**config.mk**
```make
export PLATFORM = sky130hd
export DESIGN_NAME = bcd_serial_adder
export DESIGN_NICKNAME = d
export VERILOG_FILES = /design/src/rtl/bcd_pkg.sv /design/src/rtl/bcd_digit_add.sv /design/src/rtl/bcd_serial_adder.sv
export SDC_FILE = /design/constraint.sdc
export NUM_CORES = 1
export LEC_CHECK = 0
export BUFFER_PORTS_ARGS = -buffer_cell sky130_fd_sc_hd__buf_2
export CAP_MARGIN = 40
export CORE_MARGIN = 4
export CORE_UTILIZATION = 51
export DETAILED_ROUTE_END_ITERATION = 7
export PLACE_DENSITY = 0.74
export SLEW_MARGIN = 20
export SYNTH_ARGS = -nofsm -noshare
export SYNTH_HDL_FRONTEND = slang
export SYNTH_SLANG_ARGS = --single-unit
```
**constraint.sdc**
```tcl
create_clock -name clk -period 4.2 [get_ports clk]
set_input_delay 0.42 -clock clk [delete_from_list [all_inputs] [get_ports clk]]
set_output_delay 0.42 -clock clk [all_outputs]
set_load 0.1 [all_outputs]
```
**src/rtl/bcd_pkg.sv**
```systemverilog
// rtl/bcd_pkg.sv - shared BCD widths, constants and types
package bcd_pkg;

   localparam int BCD_W    = 4;
   localparam int BCD_MAX  = 9;
   localparam int BCD_CORR = 6;

   typedef logic [BCD_W-1:0] digit_t;

   typedef enum logic [1:0] {
      IDLE = 2'd0,
      RUN  = 2'd1,
      DONE = 2'd2
   } state_t;

endpackage

```
**src/rtl/bcd_digit_add.sv**
```systemverilog
// rtl/bcd_digit_add.sv - combinational single-digit BCD add cell with >9 correction
module bcd_digit_add
   import bcd_pkg::*;
(
   input  digit_t x,
   input  digit_t y,
   input  logic   ci,
   output digit_t d,
   output logic   co
);

   logic [BCD_W:0] s;
   logic [BCD_W:0] s_corr;

   // Binary digit sum, then the +6 decimal correction whenever it passes 9.
   // Non-BCD inputs take the same path, so 0xF+0+0 yields digit 5, carry 1.
   always_comb begin
      s      = {1'b0, x} + {1'b0, y} + {{BCD_W{1'b0}}, ci};
      s_corr = s + (BCD_W+1)'(BCD_CORR);
      co     = (s > (BCD_W+1)'(BCD_MAX));
      d      = co ? s_corr[BCD_W-1:0] : s[BCD_W-1:0];
   end

endmodule

```
**src/rtl/bcd_serial_adder.sv**
```systemverilog
// rtl/bcd_serial_adder.sv - digit-serial N-digit BCD adder (optional BCD_INPUT_CHECK_EN)
module bcd_serial_adder
   import bcd_pkg::*;
#(
   parameter  int DIGITS = 4,
   localparam int IDXW   = $clog2(DIGITS+1)
) (
   input  logic                  clk,
   input  logic                  reset,
   input  logic                  start,
   input  logic [4*DIGITS-1:0]   a,
   input  logic [4*DIGITS-1:0]   b,
   input  logic                  cin,
   output logic                  busy,
   output logic                  done,
   output logic [4*DIGITS-1:0]   sum,
   output logic                  cout,
   output logic                  err
);

   localparam int W = BCD_W * DIGITS;

   state_t          state, state_nxt;
   logic [W-1:0]    a_sh, b_sh, res, res_nxt;
   logic            c;
   logic [IDXW-1:0] cnt;
   digit_t          dg;
   logic            co;

   // One shared digit cell, fed from the low digit of the operand shifters.
   bcd_digit_add u_cell (
      .x  (a_sh[BCD_W-1:0]),
      .y  (b_sh[BCD_W-1:0]),
      .ci (c),
      .d  (dg),
      .co (co)
   );

   // New digits enter from the MSB side, so after DIGITS shifts digit 0 sits at the bottom.
   generate
      if (DIGITS == 1) begin : g_res_one
         assign res_nxt = dg;
      end else begin : g_res_many
         assign res_nxt = {dg, res[W-1:BCD_W]};
      end
   endgenerate

   assign busy = (state != IDLE);

   // State register.
   always_ff @(posedge clk) begin
      if (reset) state <= IDLE;
      else       state <= state_nxt;
   end

   // Next state: start only counts in IDLE; DONE always returns to IDLE.
   always_comb begin
      state_nxt = state;
      case (state)
         IDLE:    if (start) state_nxt = RUN;
         RUN:     if (cnt == IDXW'(DIGITS-1)) state_nxt = DONE;
         DONE:    state_nxt = IDLE;
         default: state_nxt = IDLE;
      endcase
   end

   // Datapath: latch operands on start, ripple one digit per RUN cycle, publish in DONE.
   always_ff @(posedge clk) begin
      if (reset) begin
         a_sh <= '0;
         b_sh <= '0;
         res  <= '0;
         c    <= 1'b0;
         cnt  <= '0;
         sum  <= '0;
         cout <= 1'b0;
         done <= 1'b0;
      end else begin
         done <= (state == DONE);
         case (state)
            IDLE: begin
               if (start) begin
                  a_sh <= a;
                  b_sh <= b;
                  c    <= cin;
                  cnt  <= '0;
               end
            end
            RUN: begin
               a_sh <= a_sh >> BCD_W;
               b_sh <= b_sh >> BCD_W;
               res  <= res_nxt;
               c    <= co;
               cnt  <= cnt + 1'b1;
            end
            DONE: begin
               sum  <= res;
               cout <= c;
            end
            default: ;
         endcase
      end
   end

`ifdef BCD_INPUT_CHECK_EN
   logic flag;

   // Sticky non-BCD detector over the digits actually consumed; err follows sum.
   always_ff @(posedge clk) begin
      if (reset) begin
         flag <= 1'b0;
         err  <= 1'b0;
      end else begin
         case (state)
            IDLE: if (start) flag <= 1'b0;
            RUN:  if ((a_sh[BCD_W-1:0] > BCD_W'(BCD_MAX)) ||
                      (b_sh[BCD_W-1:0] > BCD_W'(BCD_MAX))) flag <= 1'b1;
            DONE: err <= flag;
            default: ;
         endcase
      end
   end
`else
   assign err = 1'b0;
`endif

endmodule

```
* Word-level counts from Yosys, hierarchy flattened
Index checks and enable logic that the tools add are counted. W data, S select, Z words.
Word-level totals: register bits after elaboration 72, word-level logic and storage cells 36, output and inout port bits 20
Cells by class: $add $sub $neg 4, reduce and logical (&&, ||, !) cells 5, muxes and demuxes 12, equality and inequality tests 5, order comparisons 1
Operators by type and width (count):
- $pmux W16 S2 | 2
- $mux W16 | 2
- $pmux W3 S2 | 1
- $add A4 B4 Y5 | 1
- $add A5 B1 Y5 | 1
- $gt A5 B4 Y1 const B | 1
- $add A4 B3 Y4 const B | 1
- $mux W2 | 2
- $mux W4 | 1
- $ne A2 B2 Y1 const B | 2
- $pmux W2 S2 | 1
- $reduce_and A2 Y1 | 2
- $reduce_bool A2 Y1 | 2
- $add A3 B1 Y3 const B | 1
- $eq A3 B2 Y1 const B | 1
- $mux W3 | 1
- $eq A2 B1 Y1 const B | 1
- $eq A2 B2 Y1 const B | 1
- $logic_not A2 Y1 | 1
- $pmux W1 S2 | 1
- $mux W1 | 1

* Logic depth before layout (Yosys ltp)
word-level depth 4, gate-level depth with buffers 9, mapped depth without buffers 9

* By module
A second synthesis with hierarchy kept.
Second synthesis, totals: cell total of the unflattened synthesis 340, area total of the unflattened synthesis 2991.6 sq um
By module, submodules not included:
- bcd_serial_adder | instances 1, area each 2780.2 sq um, cells each 318
- bcd_digit_add | instances 1, area each 211.5 sq um, cells each 22

* Worst setup path after synthesis
Ideal clock, no wire load.
path type reg-to-reg, from register c, to register res[14], data required time 4.128 ns, arrival time 2.244 ns, path buffers 0, setup time 0.072 ns, slack 1.884 ns, cell stages (with the launch flop) 10, cell sequence dfxtp_1 > fa_1 > fa_1 > xnor2_1 > ha_1 > nor2b_1 > a31o_2 > inv_1 > a21boi_2 > mux2i_1
Between the ends: word-level cells in the longest chain between the ends 3, elaborated cells between the ends (all ways) 4
Ends and longest elaborated chain:
- from (decl) | line bcd_serial_adder.sv:25 | logic c;
- from (signal assigned) | line bcd_serial_adder.sv:85 | c <= cin;
- from (signal assigned) | line bcd_serial_adder.sv:93 | c <= co;
- $add A5 B1 Y5 * | line bcd_digit_add.sv:18 | s = {1'b0, x} + {1'b0, y} + {{BCD_W{1'b0}}, ci};
- $add A4 B3 Y4 or $gt A5 B4 Y1 (tied branches) | line bcd_digit_add.sv:19, bcd_digit_add.sv:20
- $mux W4 * | line bcd_digit_add.sv:21 | d = co ? s_corr[BCD_W-1:0] : s[BCD_W-1:0];
- to (signal assigned) | line bcd_serial_adder.sv:92 | res <= res_nxt;
- to (decl) | line bcd_serial_adder.sv:24 | logic [W-1:0] a_sh, b_sh, res, res_nxt;
Mark *: on every way between the ends. The rest lies on a longest branch, timed or not. A chain may end at the register's enable or synchronous reset.

* Final worst setup path
Same ends and word-level chain as after synthesis.

==> impl_metrics.toml <==
[route]
routed_wl_microns = 6710
postRouteAntennaNets = 0
wire_per_inst_microns = 13.9
drt-pass1-iter-count = 4
drc_errors = 0
drtIter0Drc = 191
vias = 2664
vias_per_cell = 5.50

[placed_design]
io_buffers = 54
dp_hpwl_microns = 4420
placedCellCount = 469
gp_congestion = 0.815

[pwr]
p_sw_frac = 0.249
p_comb_frac = 0.141
switchingPower_mw = 0.403
p_leak_nw = 1.53
internal_power_mw = 1.22
p_per_area_nw_per_um2 = 447
power_frac_clock = 0.397
seqPwrFrac = 0.462
ir_drop_mv = 0.228

[setup_path]
r2r_start = "c$_SDFFE_PP0P_"
crit_chain = "fa_1 -> fa_1 -> xnor2_1 -> ha_1 -> nor2b_1 -> a31o_2 -> inv_1 -> a21boi_2 -> mux2i_1"
crit_top_cell = "fa_1"
crit_type = "register to register"
critPathTopFamily = "adder cells"
ff2ff_setup_slack_ps = 1640
critPathBufInv = 1
crit_path_end_kind = "register"
crit_fanout = 4
crit_required_ps = 4480
worst-r2r-cell-count = 9
critPathSlowestCell = "fa_1"
r2r-end = "res[14]$_SDFFE_PP0P_"
cp_slowest_stage_delay_ps = 460
arrival_ps = 2850
cp-startpoint = "c$_SDFFE_PP0P_"
startpoint_type = "register"

[clock_network]
cts_buffers = 9
cts_tree = "done"
ctsHoldBuffers = 0
clk_latency_ps = 350
cts_resized = 0
post-cts-setup-buffers = 0
h-tree-depth = 3
cts.clk_slew.worst_paths_ps = 70
clockBufferDepth = 2
cts_root_buf = "clkbuf_8"
clock_sinks = 72

[layout]
final_cell_mix = "72 x dfxtp_1, 62 x nand2_1, 58 x a21oi_1, 54 x buf_2, 39 x nor2_1"
nets = 449
drive_above_1_share = 0.257
fin_cells = 484
final_common_cell = "dfxtp_1"
area_growth_pct = 14.8
antenna_cells = 0
fillers = 562

[die]
initial_core_util = 0.531
dieArea_sq_um = 7520
core_sq_um = 5960
die_h_microns = 86.7
die_w_microns = 86.7
row_count = 28
ios = 56

[sta]
setup_viol_count_final = 0
finalCritPeriodShare = 0.610
drv_slew = 0
grt_setup_unrepaired = "no"
worst_slew_pin_slew_ps = 799
hold_viol_final = 0
fin_crit_ps = 2560
finalSetupTns_ps = 0
relSlewSlack = 0.464
fmax_mhz = 391
fin_worst_skew_ps = 6.72

[worst_hold_path]
hp-start = "a[13]"
hold_path.class = "input port to register"
holdPathEnd = "a_sh[13]$_SDFFE_PP0P_"
min_path_cells = 3

[global_routing]
grt_antenna_before_repair = 0
grt_max_degree = 51
globalRouteTotalUtil = 0.190
grt_pass1_vias = 2612
grt_remaining_overflow = 0
grt_pass1_wl_microns = 11400

[job]
max_cap_viol_count = 0

[synthesis]
syn_avg_cell_area_sq_um = 8.59
netlist.area_leader.share = 0.456
synth_warnings = 0
yosysUniqueCellTypes = 39
synth_edf_count = 0
synth_cells = 368
syn-cell-area_sq_um = 3160
synthArstFlopShare = 0
synthFlopType = "dfxtp_1"
synth_fp_nets = 412
yosysTopAreaCell = "dfxtp_1"
synth_area_leaders = "dfxtp_1 46%, a21oi_1 9.2%, o221a_2 8.5%"
ys_seq_area_frac = 0.456
synth-seq-cells = 72

[run_status]
status = "finished, final reports clean"
==> cell usage after synthesis, types with 4 or more instances <==
library cell,n
nand2_1,62
dfxtp_1,72
buf_4,5
ha_1,6
clkbuf_1,8
a22oi_1,9
a21oi_1,58
buf_2,13
nor2b_1,25
o221a_2,24
nor2_1,39
buf_1,4
inv_1,5
==> power by group through the flow <==
stage / Sequential [mW] / Combinational [mW] / Clock [mW]
floorplan: 0.756 / 0.183 / 0
global placement: 0.763 / 0.220 / 0
detailed placement: 0.764 / 0.227 / 0
CTS: 0.749 / 0.228 / 0.654
global route: 0.754 / 0.257 / 0.679
finish: 0.749 / 0.228 / 0.644
==> worst register-to-register path: stages, from the launching register on <==
cell and delay [ps]:
dfxtp_1 350, fa_1 460, fa_1 410, xnor2_1 290, ha_1 240, nor2b_1 160, a31o_2 170, inv_1 60
a21boi_2 160, mux2i_1 190
==> area by class of cell <==
cell class | instances | area [sq um] | area share
inverter | 6 | 22.5 | 0.00621
multi-input combinational | 259 | 1540 | 0.424
clock buffer | 13 | 179 | 0.0493
timing repair buffer | 57 | 293 | 0.0807
clock inverter | 2 | 60.1 | 0.0166
sequential | 72 | 1440 | 0.397
tap | 75 | 93.8 | 0.0259
==> metrics by stage <==
step	area, sq um	hold slack (ps)	total power [mW]	utilization	setup slack, ps
global placement	3390	440	0.983	0.569	1780
detailed placement	3390	444	0.992	0.569	1670
global route	3630	326	1.69	0.609	1440
finish	3630	304	1.62	0.609	1640
floorplan	3160	432	0.938	-	1880
CTS	3630	294	1.63	0.609	1650
==> worst max-delay path by stage <==
stage	endpoint	slack, ps	cells past startpoint
after CTS	res[14]$_SDFFE_PP0P_	1650	9
after global routing	res[14]$_SDFFE_PP0P_	1440	9
after global placement	res[14]$_SDFFE_PP0P_	1780	9
after detailed placement	res[14]$_SDFFE_PP0P_	1670	9
final	res[14]$_SDFFE_PP0P_	1640	9
after floorplan	res[14]$_SDFFE_PP0P_	1880	9
==> cells by family (layout without fill, tap and decap cells) <==
group	Yosys count	count (layout)	share of synthesized area
AOI/OAI and AO/OA	106	106	0.238
and+or+nand+nor	140	140	0.199
muxes	2	2	0.00633
DFF	72	72	0.456
xor gates and xnor gates	2	2	0.00554
adders and majority gates	8	8	0.0364
buffers and inverters	37	78	0.0574
other	1	1	0.00119
==> flip-flops by register name (all words and copies together) (netlist names) <==
register / cells
a_sh: 16
b_sh: 16
res: 16
sum: 16
cnt: 3
state: 2
c: 1
cout: 1
done: 1
==> per-layer routing <==
layer / vias up / part of all wire / track usage
met2: 65 / 0.47 / 0.309
met1: 1238 / 0.45 / 0.234
met3: 18 / 0.057 / 0.0504
met4: 0 / 0.025 / 0.0907
li1: 1343 / - / -
met5: - / 0 / 0
Note: power is estimated with default switching activity, not from simulation.
